--- config.mk ---
export PLATFORM = sky130hd
export DESIGN_NAME = neopixel_frame_sched
export DESIGN_NICKNAME = d
export VERILOG_FILES = /design/src/rtl/neopixel_frame_sched.sv
export SDC_FILE = /design/constraint.sdc
export NUM_CORES = 1
export LEC_CHECK = 0
export ABC_AREA = 1
export ABC_CLOCK_PERIOD_IN_PS = 2020
export BUFFER_PORTS_ARGS = -buffer_cell sky130_fd_sc_hd__buf_4
export CAP_MARGIN = 20
export CORE_ASPECT_RATIO = 1.2
export CORE_MARGIN = 1.5
export CORE_UTILIZATION = 45
export DETAILED_ROUTE_END_ITERATION = 16
export GPL_ROUTABILITY_DRIVEN = 0
export PLACE_DENSITY = 0.8
export SKIP_CTS_REPAIR_TIMING = 1
export SLEW_MARGIN = 10
export SYNTH_ARGS = -nofsm -noshare
export SYNTH_HDL_FRONTEND = slang
export SYNTH_SLANG_ARGS = --single-unit
--- constraint.sdc ---
create_clock -name clk -period 2.02 [get_ports clk]
set_clock_uncertainty 0.2 [all_clocks]
set_input_delay 0.202 -clock clk [delete_from_list [all_inputs] [get_ports clk]]
set_output_delay 0.202 -clock clk [all_outputs]
set_load 0.01 [all_outputs]
--- src/rtl/neopixel_frame_sched.sv ---
// Frame scheduler for a WS2812 string: fetches NUM_PIXELS GRB words from the
// frame buffer, queues them plus a reset message, and gates tx_enable.
module neopixel_frame_sched #(
  parameter int NUM_PIXELS = 18,
  parameter int ADDR_W     = 5,
  parameter int PRELOAD    = 4
) (
  input  logic              clk,
  input  logic              rst,
  input  logic              start,
  input  logic              auto_en,
  input  logic [23:0]       period_cycles,
  output logic              fb_rd,
  output logic [ADDR_W-1:0] fb_addr,
  input  logic [23:0]       fb_data,
  input  logic              fifo_full,
  input  logic              fifo_empty,
  output logic              fifo_wr,
  output logic [24:0]       fifo_din,
  output logic              tx_enable,
  output logic              busy,
  output logic              frame_done,
  output logic              overrun
);

  typedef enum logic [2:0] {IDLE, READ, CAPTURE, PUSH, PUSH_RST, DRAIN} state_t;

  state_t            state;
  logic [ADDR_W-1:0] index;
  logic [23:0]       timer;
  logic              timer_armed;
  logic              pending;
  logic              tick;
  logic              trig;
  logic              last_pix;
  logic              preload_hit;

  assign fifo_wr     = ((state == PUSH) || (state == PUSH_RST)) && !fifo_full;
  assign tick        = auto_en && timer_armed && ((period_cycles == 24'd0) || (timer == 24'd0));
  assign trig        = start | tick;
  assign last_pix    = (index == ADDR_W'(NUM_PIXELS - 1));
  // The write in PUSH is pixel number index+1 of the frame.
  assign preload_hit = (32'(index) + 32'd1) >= 32'(PRELOAD);

  // Refresh timer: parked at period-1 while auto_en is low so that enabling
  // it always yields a full first period.
  always_ff @(posedge clk or posedge rst) begin
    if (rst) begin
      timer       <= '0;
      timer_armed <= 1'b0;
    end else if (!auto_en || !timer_armed) begin
      timer       <= period_cycles - 24'd1;
      timer_armed <= 1'b1;
    end else if (timer == 24'd0) begin
      timer <= period_cycles - 24'd1;
    end else begin
      timer <= timer - 24'd1;
    end
  end

  always_ff @(posedge clk or posedge rst) begin
    if (rst) begin
      state      <= IDLE;
      index      <= '0;
      fb_rd      <= 1'b0;
      fb_addr    <= '0;
      fifo_din   <= '0;
      tx_enable  <= 1'b0;
      busy       <= 1'b0;
      frame_done <= 1'b0;
      overrun    <= 1'b0;
      pending    <= 1'b0;
    end else begin
      frame_done <= 1'b0;
      fb_rd      <= 1'b0;
      if (trig && (state != IDLE)) begin
        pending <= 1'b1;
        if (pending) overrun <= 1'b1;
      end
      case (state)
        IDLE: begin
          if (trig || pending) begin
            index   <= '0;
            fb_addr <= '0;
            fb_rd   <= 1'b1;
            busy    <= 1'b1;
            pending <= 1'b0;
            state   <= READ;
          end
        end
        READ: state <= CAPTURE;
        CAPTURE: begin
          fifo_din <= {1'b1, fb_data};
          state    <= PUSH;
        end
        PUSH: begin
          if (!fifo_full) begin
            if (preload_hit) tx_enable <= 1'b1;
            if (last_pix) begin
              fifo_din <= '0;
              state    <= PUSH_RST;
            end else begin
              index   <= index + 1'b1;
              fb_addr <= index + 1'b1;
              fb_rd   <= 1'b1;
              state   <= READ;
            end
          end
        end
        PUSH_RST: begin
          if (!fifo_full) begin
            tx_enable <= 1'b1;
            state     <= DRAIN;
          end
        end
        DRAIN: begin
          if (fifo_empty) begin
            tx_enable  <= 1'b0;
            busy       <= 1'b0;
            frame_done <= 1'b1;
            state      <= IDLE;
          end
        end
        default: state <= IDLE;
      endcase
    end
  end

endmodule

==> impl_metrics.csv <==
group,metric,value,unit
final_layout,fin_area,0.005438,mm2
setup_path,slowest_stage,"dfrtp_1",
placement,place_area,0.004737,mm2
setup_path,r2r.worst_path.cells,10,
floorplanning,die_area,0.009219,mm2
logic_synthesis,synth_flop_cell,"dfrtp_1",
status,status,"finished with violations",
setup_path,crit_path_end_kind,"flip-flop",
setup_path,timing.rr.start,"timer[1]",
final_layout,final_common_cell,"nand2_1",
clock_network,cts.path.max_buffers,2,
detailed_routing,detail-route-antenna-nets,0,
min_path,hold_path_end,"timer[4]",
final_layout,area_delta_synth_final,39.70,%
setup_path,cp-start-kind,"flip-flop",
pwr,power_frac_comb,37.5,%
final_layout,fillers,683,
clock_network,clk_pin_slew,0.07,ns
logic_synthesis,synthTopCellsByArea,"dfrtp_1 (41%), nand2_1 (9.6%), nand3_1 (7.2%)",
pwr,internal_power,3.660,mW
timing,layout_setup_ws,0.09417,ns
placement,port_buffers,89,
clock_network,cts_made_buffers,9,
logic_synthesis,ys_ff_latch,64,
setup_path,path_cells,"inv_1 > ha_4 > nand2_2 > nor3b_2 > nand3_2 > nand2_4 > buf_6 > a21oi_1 > o21ai_0 > o21ai_1",
floorplanning,ios,90,
timing,slew_headroom,65.40,%
timing,setup_viol,0,
timing,min_period,1.926,ns
detailed_routing,routed_wl,11120,um
floorplanning,die_y,104.9,um
clock_network,htreeDepth,3,
setup_path,crit_path_max_incr_delay,0.36,ns
logic_synthesis,ys_seq_area_share,41.14,%
timing,period_share,95.34,%
logic_synthesis,postSynthAreaPerCell,7.471,um2
clock_network,cts_tree,"yes",
timing,rsz0062_at_grt,"no",
placement,pre_cts_slack,-0.02561,ns
min_path,hold_depth,4,
timing,slew_viol_final,0,
final_layout,final_cell_mix,"nand2_1 (99), buf_4 (98), inv_1 (69)",
detailed_routing,firstDrtPassIters,5,
logic_synthesis,synth_cells,521,
detailed_routing,vias,3987,
setup_path,crit_path_max_fanout,16,
placement,placed_cells,726,
pwr,p_switching,1.979,mW
global_routing,grtUsageTotal,23.55,%
min_path,hp-start,"period_cycles[4]",
clock_network,clock_latency,0.36,ns
clock_network,clock-root-buffer,"clkbuf_8",
logic_synthesis,synth_top_cell_by_area,"dfrtp_1",
setup_path,reg2reg_to,"timer[19]",
setup_path,r2r_slack,0.09,ns
placement,hpwlAfterDp,7788,um
timing,finalSetupTns,0,ns
detailed_routing,drtIter0Drc,308,
global_routing,grt_pass1_vias,3867,
final_layout,final_cell_count_no_fill,777,
floorplanning,die_w,87.90,um
status,violations,"negative hold slack",
final_layout,drive_gt1_share,23.33,%
detailed_routing,wl_per_cell,14.31,um
logic_synthesis,syn-cell-area,0.003892,mm2
timing,hold_ws,-0.01548,ns
setup_path,critPathKind,"reg -> reg",
global_routing,grt_overflow,0,
global_routing,grt_max_degree,51,
pwr,p_leak,2.574,nW
run,maxCapViolations,0,
pwr,swShare,35.09,%
pwr,vdd_ir_drop_max,0.9152,mV
setup_path,cp.required,2.06,ns
detailed_routing,post-route-drc-count,0,
clock_network,cts_sinks,64,
floorplanning,design.core.area,0.008472,mm2
final_layout,post-route-util,64.19,%
logic_synthesis,synth.net_count,580,
timing,worst_pin_slew,0.5182,ns
pwr,clock_power_share,28.1,%
logic_synthesis,yosysWarnings,0,
logic_synthesis,synth_top_area_share,41.14,%
pwr,power_frac_seq,34.4,%
pwr,power_density,1037,mW/mm2
final_layout,n_antenna_cell,0,
timing,fmax,0.5193,GHz
final_layout,fin_nets,714,
logic_synthesis,yosysUniqueCellTypes,36,
floorplanning,num_rows,37,
logic_synthesis,synth-edff-count,0,
min_path,min_path_type,"in -> reg",
floorplanning,start_util,45.95,%
detailed_routing,routed_via_density,5.131,
global_routing,antenna_found_initial,0,
timing,hold_violations,9,
logic_synthesis,synthArstFlopShare,100.0,%
setup_path,arrival,1.97,ns
global_routing,grt_pass1_wl,16970,um
## flip-flops by register name (all words and copies together), names as in the netlist
signal,count
timer,24
timer_armed,1
frame_done,1
fifo_din,25
state,3
pending,1
busy,1
fb_rd,1
overrun,1
index,5
tx_enable,1
## worst max-delay path: cells and delay by family (launching register included)
family          cells  cell delay (ns)
flops               1             0.36
simple gates        4             0.56
compound gates      3             0.21
fa+ha+maj           1             0.17
buf+inv             2             0.30
## metrics by stage
step	hold WS, ns	total power, mW
2_1_floorplan	0.1290	3.030
3_3_place_gp	0.06052	3.781
3_5_place_dp	0.07257	3.859
4_1_cts	-0.3160	5.463
5_1_grt	0.0002839	5.955
6_report	-0.01548	5.639
## layer usage
metal	vias up	track usage, %	wire (um)
met2	140	40.73	5977
met4	0	10.09	255
met5	-	0	0
li1	1924	-	-
met1	1901	27.47	4282
met3	22	5.055	603
## worst max path at each step
stage,startpoint,endpoint,slack [ns]
after floorplan,rst,busy,0.02
after global placement,period_cycles[0],timer[16],0.05
after detailed placement,timer[0],index[1],-0.03
after CTS,timer[0],index[1],-0.04
after global routing,period_cycles[11],index[1],0.003
final,timer[1],timer[19],0.09
## power by group through the flow
stage / sequential, mW / clock (mW) / combinational (mW)
after floorplan: 2.00 / 0 / 1.03
after global placement: 1.92 / 0 / 1.86
after detailed placement: 1.93 / 0 / 1.93
after CTS: 1.92 / 1.60 / 1.95
after global routing: 1.98 / 1.65 / 2.32
final: 1.94 / 1.58 / 2.12
## Yosys cell counts (4+ instances only)
cell type  count
buf_4          4
inv_1         72
nor2_1        73
nand2_1      100
ha_1           5
dfrtp_1       64
xor2_1        16
o21ai_2        5
nor3_1         8
o21ai_1        7
a21oi_1        6
o21ai_0       38
nand4_1        8
nand3_1       56
buf_2          5
xnor2_1       21
## kinds of logic after synthesis
kind of cell / share of synthesized area (%)
multiplexers: 0.2572
buffers and inverters: 9.322
AO/OA/AOI/OAI: 8.711
adder cells (fa/ha/maj): 1.607
AND/OR/NAND/NOR: 30.54
XOR/XNOR: 8.325
other: 0.09634
flip-flops: 41.14
## area by class of cell
type                            instances  area (um2)  area share (%)
Multi-Input combinational cell        370        1971           36.24
Sequential cell                        64        1605           29.52
Timing Repair Buffer                  136        1152           21.19
Clock inverter                          6       155.1           2.853
Clock buffer                           10       127.6           2.347
Tap cell                              117       146.4           2.692
Inverter                               74       280.3           5.154
(Power assumes the default switching activity.)
